## config.mk

```make
export PLATFORM = sky130hd
export DESIGN_NAME = ones_count_arbiter
export DESIGN_NICKNAME = d
export VERILOG_FILES = /design/src/rtl/ones_arb_pkg.sv /design/src/rtl/ones_count_arbiter_rr_arbiter.sv /design/src/rtl/ones_count_arbiter.sv
export SDC_FILE = /design/constraint.sdc
export NUM_CORES = 1
export LEC_CHECK = 0
export ABC_AREA = 0
export CAP_MARGIN = 5
export CORE_AREA = 2 2 63 65
export CTS_CLUSTER_SIZE = 40
export DETAILED_ROUTE_END_ITERATION = 10
export DIE_AREA = 0 0 65 67
export DONT_BUFFER_PORTS = 1
export PLACE_DENSITY = 0.79
export RECOVER_POWER = 100
export SKIP_LAST_GASP = 1
export SLEW_MARGIN = 20
export SYNTH_ARGS = -nofsm -noshare
export SYNTH_HDL_FRONTEND = slang
export SYNTH_HIERARCHICAL = 1
export SYNTH_SLANG_ARGS = --single-unit
```

## constraint.sdc

```tcl
create_clock -name clk -period 6.85 [get_ports clk]
set_clock_uncertainty 0.15 [all_clocks]
set_input_delay 1.7125 -clock clk [delete_from_list [all_inputs] [get_ports clk]]
set_output_delay 1.7125 -clock clk [all_outputs]
set_load 0.01 [all_outputs]
```

## src/rtl/ones_arb_pkg.sv

```systemverilog
// Shared types and default sizing for the round-robin ones-count arbiter.
// Optional threshold output is enabled in the top by defining ONES_THRESH_EN.
package ones_arb_pkg;

  typedef enum logic [1:0] {
    IDLE  = 2'd0,
    COUNT = 2'd1,
    DONE  = 2'd2
  } state_t;

  localparam int DEF_NUM_REQ = 4;
  localparam int DEF_DATA_W  = 10;
  localparam int DEF_CNT_W   = 5;

endpackage

```

## src/rtl/ones_count_arbiter_rr_arbiter.sv

```systemverilog
// Combinational round-robin pick: first set request at or above ptr, wrapping.
// The pointer itself lives in the parent.
module rr_arbiter #(
  parameter int NUM_REQ = 4,
  parameter int ID_W    = $clog2(NUM_REQ)
) (
  input  logic [NUM_REQ-1:0] req,
  input  logic [ID_W-1:0]    ptr,
  output logic [NUM_REQ-1:0] grant,
  output logic [ID_W-1:0]    winner
);

  logic [2*NUM_REQ-1:0] doubled;
  logic [NUM_REQ-1:0]   rotated;
  logic [ID_W-1:0]      offset;
  logic [ID_W:0]        sum;

  // Rotate so ptr sits at bit 0; the lowest set bit is then the distance to the winner.
  always_comb begin
    doubled = {req, req} >> ptr;
    rotated = doubled[NUM_REQ-1:0];
    offset  = '0;
    for (int i = NUM_REQ - 1; i >= 0; i--) begin
      if (rotated[i]) offset = ID_W'(i);
    end
    sum = {1'b0, ptr} + {1'b0, offset};
    if (sum >= (ID_W+1)'(NUM_REQ)) sum = sum - (ID_W+1)'(NUM_REQ);
    winner = sum[ID_W-1:0];
    grant  = '0;
    if (|req) grant[winner] = 1'b1;
  end

endmodule

```

## src/rtl/ones_count_arbiter.sv

```systemverilog
// Round-robin front end sharing one bit-serial ones-counter between NUM_REQ sources.
// Define ONES_THRESH_EN to add the thresh input and the registered z output.
module ones_count_arbiter
  import ones_arb_pkg::*;
#(
  parameter int NUM_REQ = DEF_NUM_REQ,
  parameter int DATA_W  = DEF_DATA_W,
  parameter int CNT_W   = DEF_CNT_W
) (
  input  logic                        clk,
  input  logic                        rst,
  input  logic [NUM_REQ-1:0]          req,
  input  logic [NUM_REQ*DATA_W-1:0]   req_data,
  output logic [NUM_REQ-1:0]          gnt,
  output logic                        busy,
  output logic                        out_valid,
  input  logic                        out_ready,
  output logic [CNT_W-1:0]            ones_out,
  output logic [$clog2(NUM_REQ)-1:0]  out_id
`ifdef ONES_THRESH_EN
  ,
  input  logic [CNT_W-1:0]            thresh,
  output logic                        z
`endif
);

  localparam int ID_W = $clog2(NUM_REQ);
  localparam int BC_W = $clog2(DATA_W + 1);

  state_t              state, next_state;
  logic [ID_W-1:0]     ptr, next_ptr, winner;
  logic [NUM_REQ-1:0]  grant;
  logic [DATA_W-1:0]   shift_reg, sel_word;
  logic [BC_W-1:0]     bit_cnt;
  logic [CNT_W-1:0]    acc, sum_next;
  logic                capture, finish, release_done;

  rr_arbiter #(
    .NUM_REQ (NUM_REQ),
    .ID_W    (ID_W)
  ) u_rr (
    .req    (req),
    .ptr    (ptr),
    .grant  (grant),
    .winner (winner)
  );

  always_comb begin
    sel_word = '0;
    for (int i = 0; i < NUM_REQ; i++) begin
      if (winner == ID_W'(i)) sel_word = req_data[i*DATA_W +: DATA_W];
    end
  end

  assign next_ptr = (winner == ID_W'(NUM_REQ - 1)) ? '0 : winner + ID_W'(1);
  assign sum_next = acc + CNT_W'(shift_reg[0]);
  assign busy     = (state != IDLE);

  always_ff @(posedge clk or posedge rst) begin
    if (rst) state <= IDLE;
    else     state <= next_state;
  end

  always_comb begin
    next_state   = state;
    capture      = 1'b0;
    finish       = 1'b0;
    release_done = 1'b0;
    case (state)
      IDLE: begin
        if (|req) begin
          capture    = 1'b1;
          next_state = COUNT;
        end
      end
      COUNT: begin
        if (bit_cnt == BC_W'(1)) begin
          finish     = 1'b1;
          next_state = DONE;
        end
      end
      DONE: begin
        if (out_ready) begin
          release_done = 1'b1;
          next_state   = IDLE;
        end
      end
      default: next_state = IDLE;
    endcase
  end

  // Datapath: capture on grant, one bit per COUNT edge, result held until handshake.
  always_ff @(posedge clk or posedge rst) begin
    if (rst) begin
      ptr       <= '0;
      gnt       <= '0;
      shift_reg <= '0;
      bit_cnt   <= '0;
      acc       <= '0;
      ones_out  <= '0;
      out_id    <= '0;
      out_valid <= 1'b0;
    end else begin
      gnt <= '0;
      if (capture) begin
        shift_reg <= sel_word;
        acc       <= '0;
        bit_cnt   <= BC_W'(DATA_W);
        out_id    <= winner;
        gnt       <= grant;
        ptr       <= next_ptr;
      end
      if (state == COUNT) begin
        acc       <= sum_next;
        shift_reg <= shift_reg >> 1;
        bit_cnt   <= bit_cnt - BC_W'(1);
      end
      if (finish) begin
        ones_out  <= sum_next;
        out_valid <= 1'b1;
      end
      if (release_done) out_valid <= 1'b0;
    end
  end

`ifdef ONES_THRESH_EN
  always_ff @(posedge clk or posedge rst) begin
    if (rst)               z <= 1'b0;
    else if (finish)       z <= (sum_next >= thresh);
    else if (release_done) z <= 1'b0;
  end
`endif

endmodule
```

==> results.txt <==
status -> complete, but fails checks
failing checks -> max-capacitance violations, max-slew violations
final std cells w/o fill -> 277
core region area -> 0.00361 sq mm
Core Util, Final -> 65.1%
I/O pin count -> 60
Hold Path Depth -> 2
FP Rows -> 22
WL/cell -> 17.9 um
syn nets -> 293
Arrival @ worst endpoint -> 4.28 ns
post-synthesis xor/xnor area fraction -> 2.26%
Final min period -> 4.27 ns
Power Density -> 565 mW/mm^2
post-cts sizing count -> 0
cell area after synthesis -> 0.00232 sq mm
global route overflow -> 0
Vias per Instance -> 6.65
Root Buffer -> clkbuf_8
final hold vios -> 0
fmax -> 234 MHz
leak pwr -> 0.981 nW
Critical Path RT -> 6.86 ns
residual DRC count -> 0
critical path class -> input port to register
Filler cells -> 295
Sink Count -> 35
Routed Antenna Nets -> 0
DR iter-0 viols -> 88
fin. max-slew vios -> 36
crit-path max FO -> 15
adder-cell share of the synthesized area -> 4.85%
Die X -> 65 um
Placed Cells -> 269
main combinational cell family by area after synthesis -> compound AO/OA/AOI/OAI gates
WL final -> 4.95 mm
Longest Clk Path Bufs -> 2
first-pass GRT wire length -> 8.36 mm
Placed Area -> 0.00229 sq mm
maximum vdd ir drop -> 0.000348 V
Die Area -> 0.00436 sq mm
post-synthesis simple-gate area fraction -> 15.9%
clk slew on worst S/H paths -> 0.07 ns
Final Cell Area -> 0.00235 sq mm
Final Cycle Share -> 62.3%
final setup violation count -> 0
post-synthesis mux area share -> 6.36%
syn avg cell area -> 9.80 sq um
Seq/Total Area, Yosys -> 37.7%
post-layout worst setup margin -> 2.58 ns
H-tree depth -> 2
postcts setup bufs -> 0
Setup crit end kind -> register
total power -> 1.33 mW
slew at the pin closest to its max-slew limit -> 1.89 ns
post-synthesis async set-or-reset flop share -> 100%
CP startpoint kind -> input port
post-synthesis compound-gate area fraction -> 26.3%
post-synthesis register bit count -> 35
Top FF cell, synth -> dfrtp_1
Area Overhead vs Synth -> 1.13%
Hold Path Class -> register to register
Ys Warns -> 6
Initial Util -> 64.4%
IO Port Bufs -> 0
Skew-Pair Late Insertion Delay -> 0.29 ns
All-Layer GR Usage -> 25.2%
via count -> 1842
vias in the first global route -> 1805
Placer Congestion -> 0.813
Setup WS pre-CTS -> 2.34 ns
Die Y -> 67 um
unrepaired setup endpoints after global routing -> false
TritonCTS clock tree -> done
path depth of the worst reg2reg path -> 11
Post-synth EDFFs -> 0
WHS -> 0.343 ns
worst rel slew slack -> -26.1%
Pre-Repair DR Iteration Count -> 4
Synth Instances -> 237
Num CTS Buffers -> 5
Max Cap Viol -> 1
count of cell types in the netlist -> 51
Nets -> 284
setup tns final -> 0 ns
share of post-route cells with drive strength above 1 -> 12.2%
max reg flops -> 10
largest net degree at the start of global routing -> 36
Inserted Diodes -> 0
post-DP HPWL -> 3.51 mm
hold buffers post-CTS -> 0
initial antenna violation count -> 0
final cells by class:
type                       count  area [sq um]  share of cell area, %
timing repair buffer           3          15.0                  0.639
clock buffer                   7          76.3                   3.25
tap                           48          60.1                   2.56
multi-input combinational    173          1280                   54.4
clock inverter                 1          5.00                  0.213
sequential                    35           876                   37.3
inverter                      10          37.5                   1.60
layout by cell type (no fill, tap or decap), types with 2 or more instances in the layout:
master / instances
and3_2: 4
mux2_2: 6
clkbuf_8: 5
a41oi_1: 2
dfrtp_1: 35
nand3_1: 2
inv_1: 9
a211o_1: 8
nor4_1: 2
o22ai_1: 9
o211ai_2: 5
o221ai_1: 2
o211ai_1: 14
nand2_1: 26
a21oi_1: 7
xor2_1: 2
xnor2_1: 4
clkbuf_1: 4
ha_1: 9
nor2_1: 4
and3b_1: 2
mux2i_1: 8
a31oi_1: 4
nand3b_1: 10
nand2b_1: 5
o21ai_0: 12
a211oi_1: 8
logic make-up (layout without fill, tap and decap cells):
family	Yosys count	after routing
flops	35	35
mux	14	14
fa+ha+maj	9	9
simple gates	63	63
compound gates	81	81
buf+inv	29	21
xor+xnor	6	6
final timing paths:
| kind | startpoint | endpoint | slack [ns] |
|---|---|---|---|
| min | shift_reg[1]$_DFFE_PP0P_ | shift_reg[0]$_DFFE_PP0P_ | 0.34 |
| max | req[0] | shift_reg[0]$_DFFE_PP0P_ | 2.58 |
| max in group asynchronous | rst | gnt[0]$_DFF_PP0_ | 3.62 |
| min reg2reg | shift_reg[1]$_DFFE_PP0P_ | shift_reg[0]$_DFFE_PP0P_ | 0.34 |
| max reg2reg | ptr[0]$_DFFE_PP0P_ | shift_reg[0]$_DFFE_PP0P_ | 3.38 |
| min in group asynchronous | rst | shift_reg[2]$_DFFE_PP0P_ | 1.84 |
report_power, final:
part,total [mW],leakage [nW],internal [mW],switching [mW]
combinational,0.796,0.504,0.339,0.457
sequential,0.390,0.436,0.299,0.0905
clock,0.141,0.0422,0.0712,0.0702
cell usage after synthesis (2+ instances only):
master,number,area (sq um)
inv_1,8,30.0
nor2_1,4,15.0
xor2_1,2,17.5
buf_2,10,50.1
xnor2_1,4,35.0
a31oi_1,4,25.0
clkbuf_1,3,11.3
a211o_1,8,70.1
ha_1,9,113
mux2_2,6,67.6
o21ai_1,2,10.0
buf_6,4,45.0
nand3_1,2,10.0
mux2i_1,8,80.1
a211oi_1,8,60.1
nand3b_1,10,75.1
nand2_1,26,97.6
nand2b_1,5,31.3
o221ai_1,2,17.5
o22ai_1,9,56.3
o211ai_1,14,105
a41oi_1,2,17.5
dfrtp_1,35,876
o211ai_2,5,62.6
o21ai_0,11,55.1
and3_2,4,30.0
and3b_1,2,17.5
a21oi_1,7,35.0
per-layer routing:
layer,vias up,part of all wire (%),track usage [%]
li1,873,-,-
met1,892,43,31.5
met2,67,49,41.9
met3,10,5.7,5.74
met4,0,2.1,10.4
met5,-,0,0
critical path: stages:
cell and delay (ns):
nor2_1 0.20, o21ai_0 0.13, o221ai_1 0.20, ha_1 0.23
xnor2_1 0.12, xnor2_1 0.32, ha_1 0.53, clkinv_1 0.38
o22ai_1 0.34, o211ai_2 0.11
No activity file was read; power rests on OpenSTA's default activity.
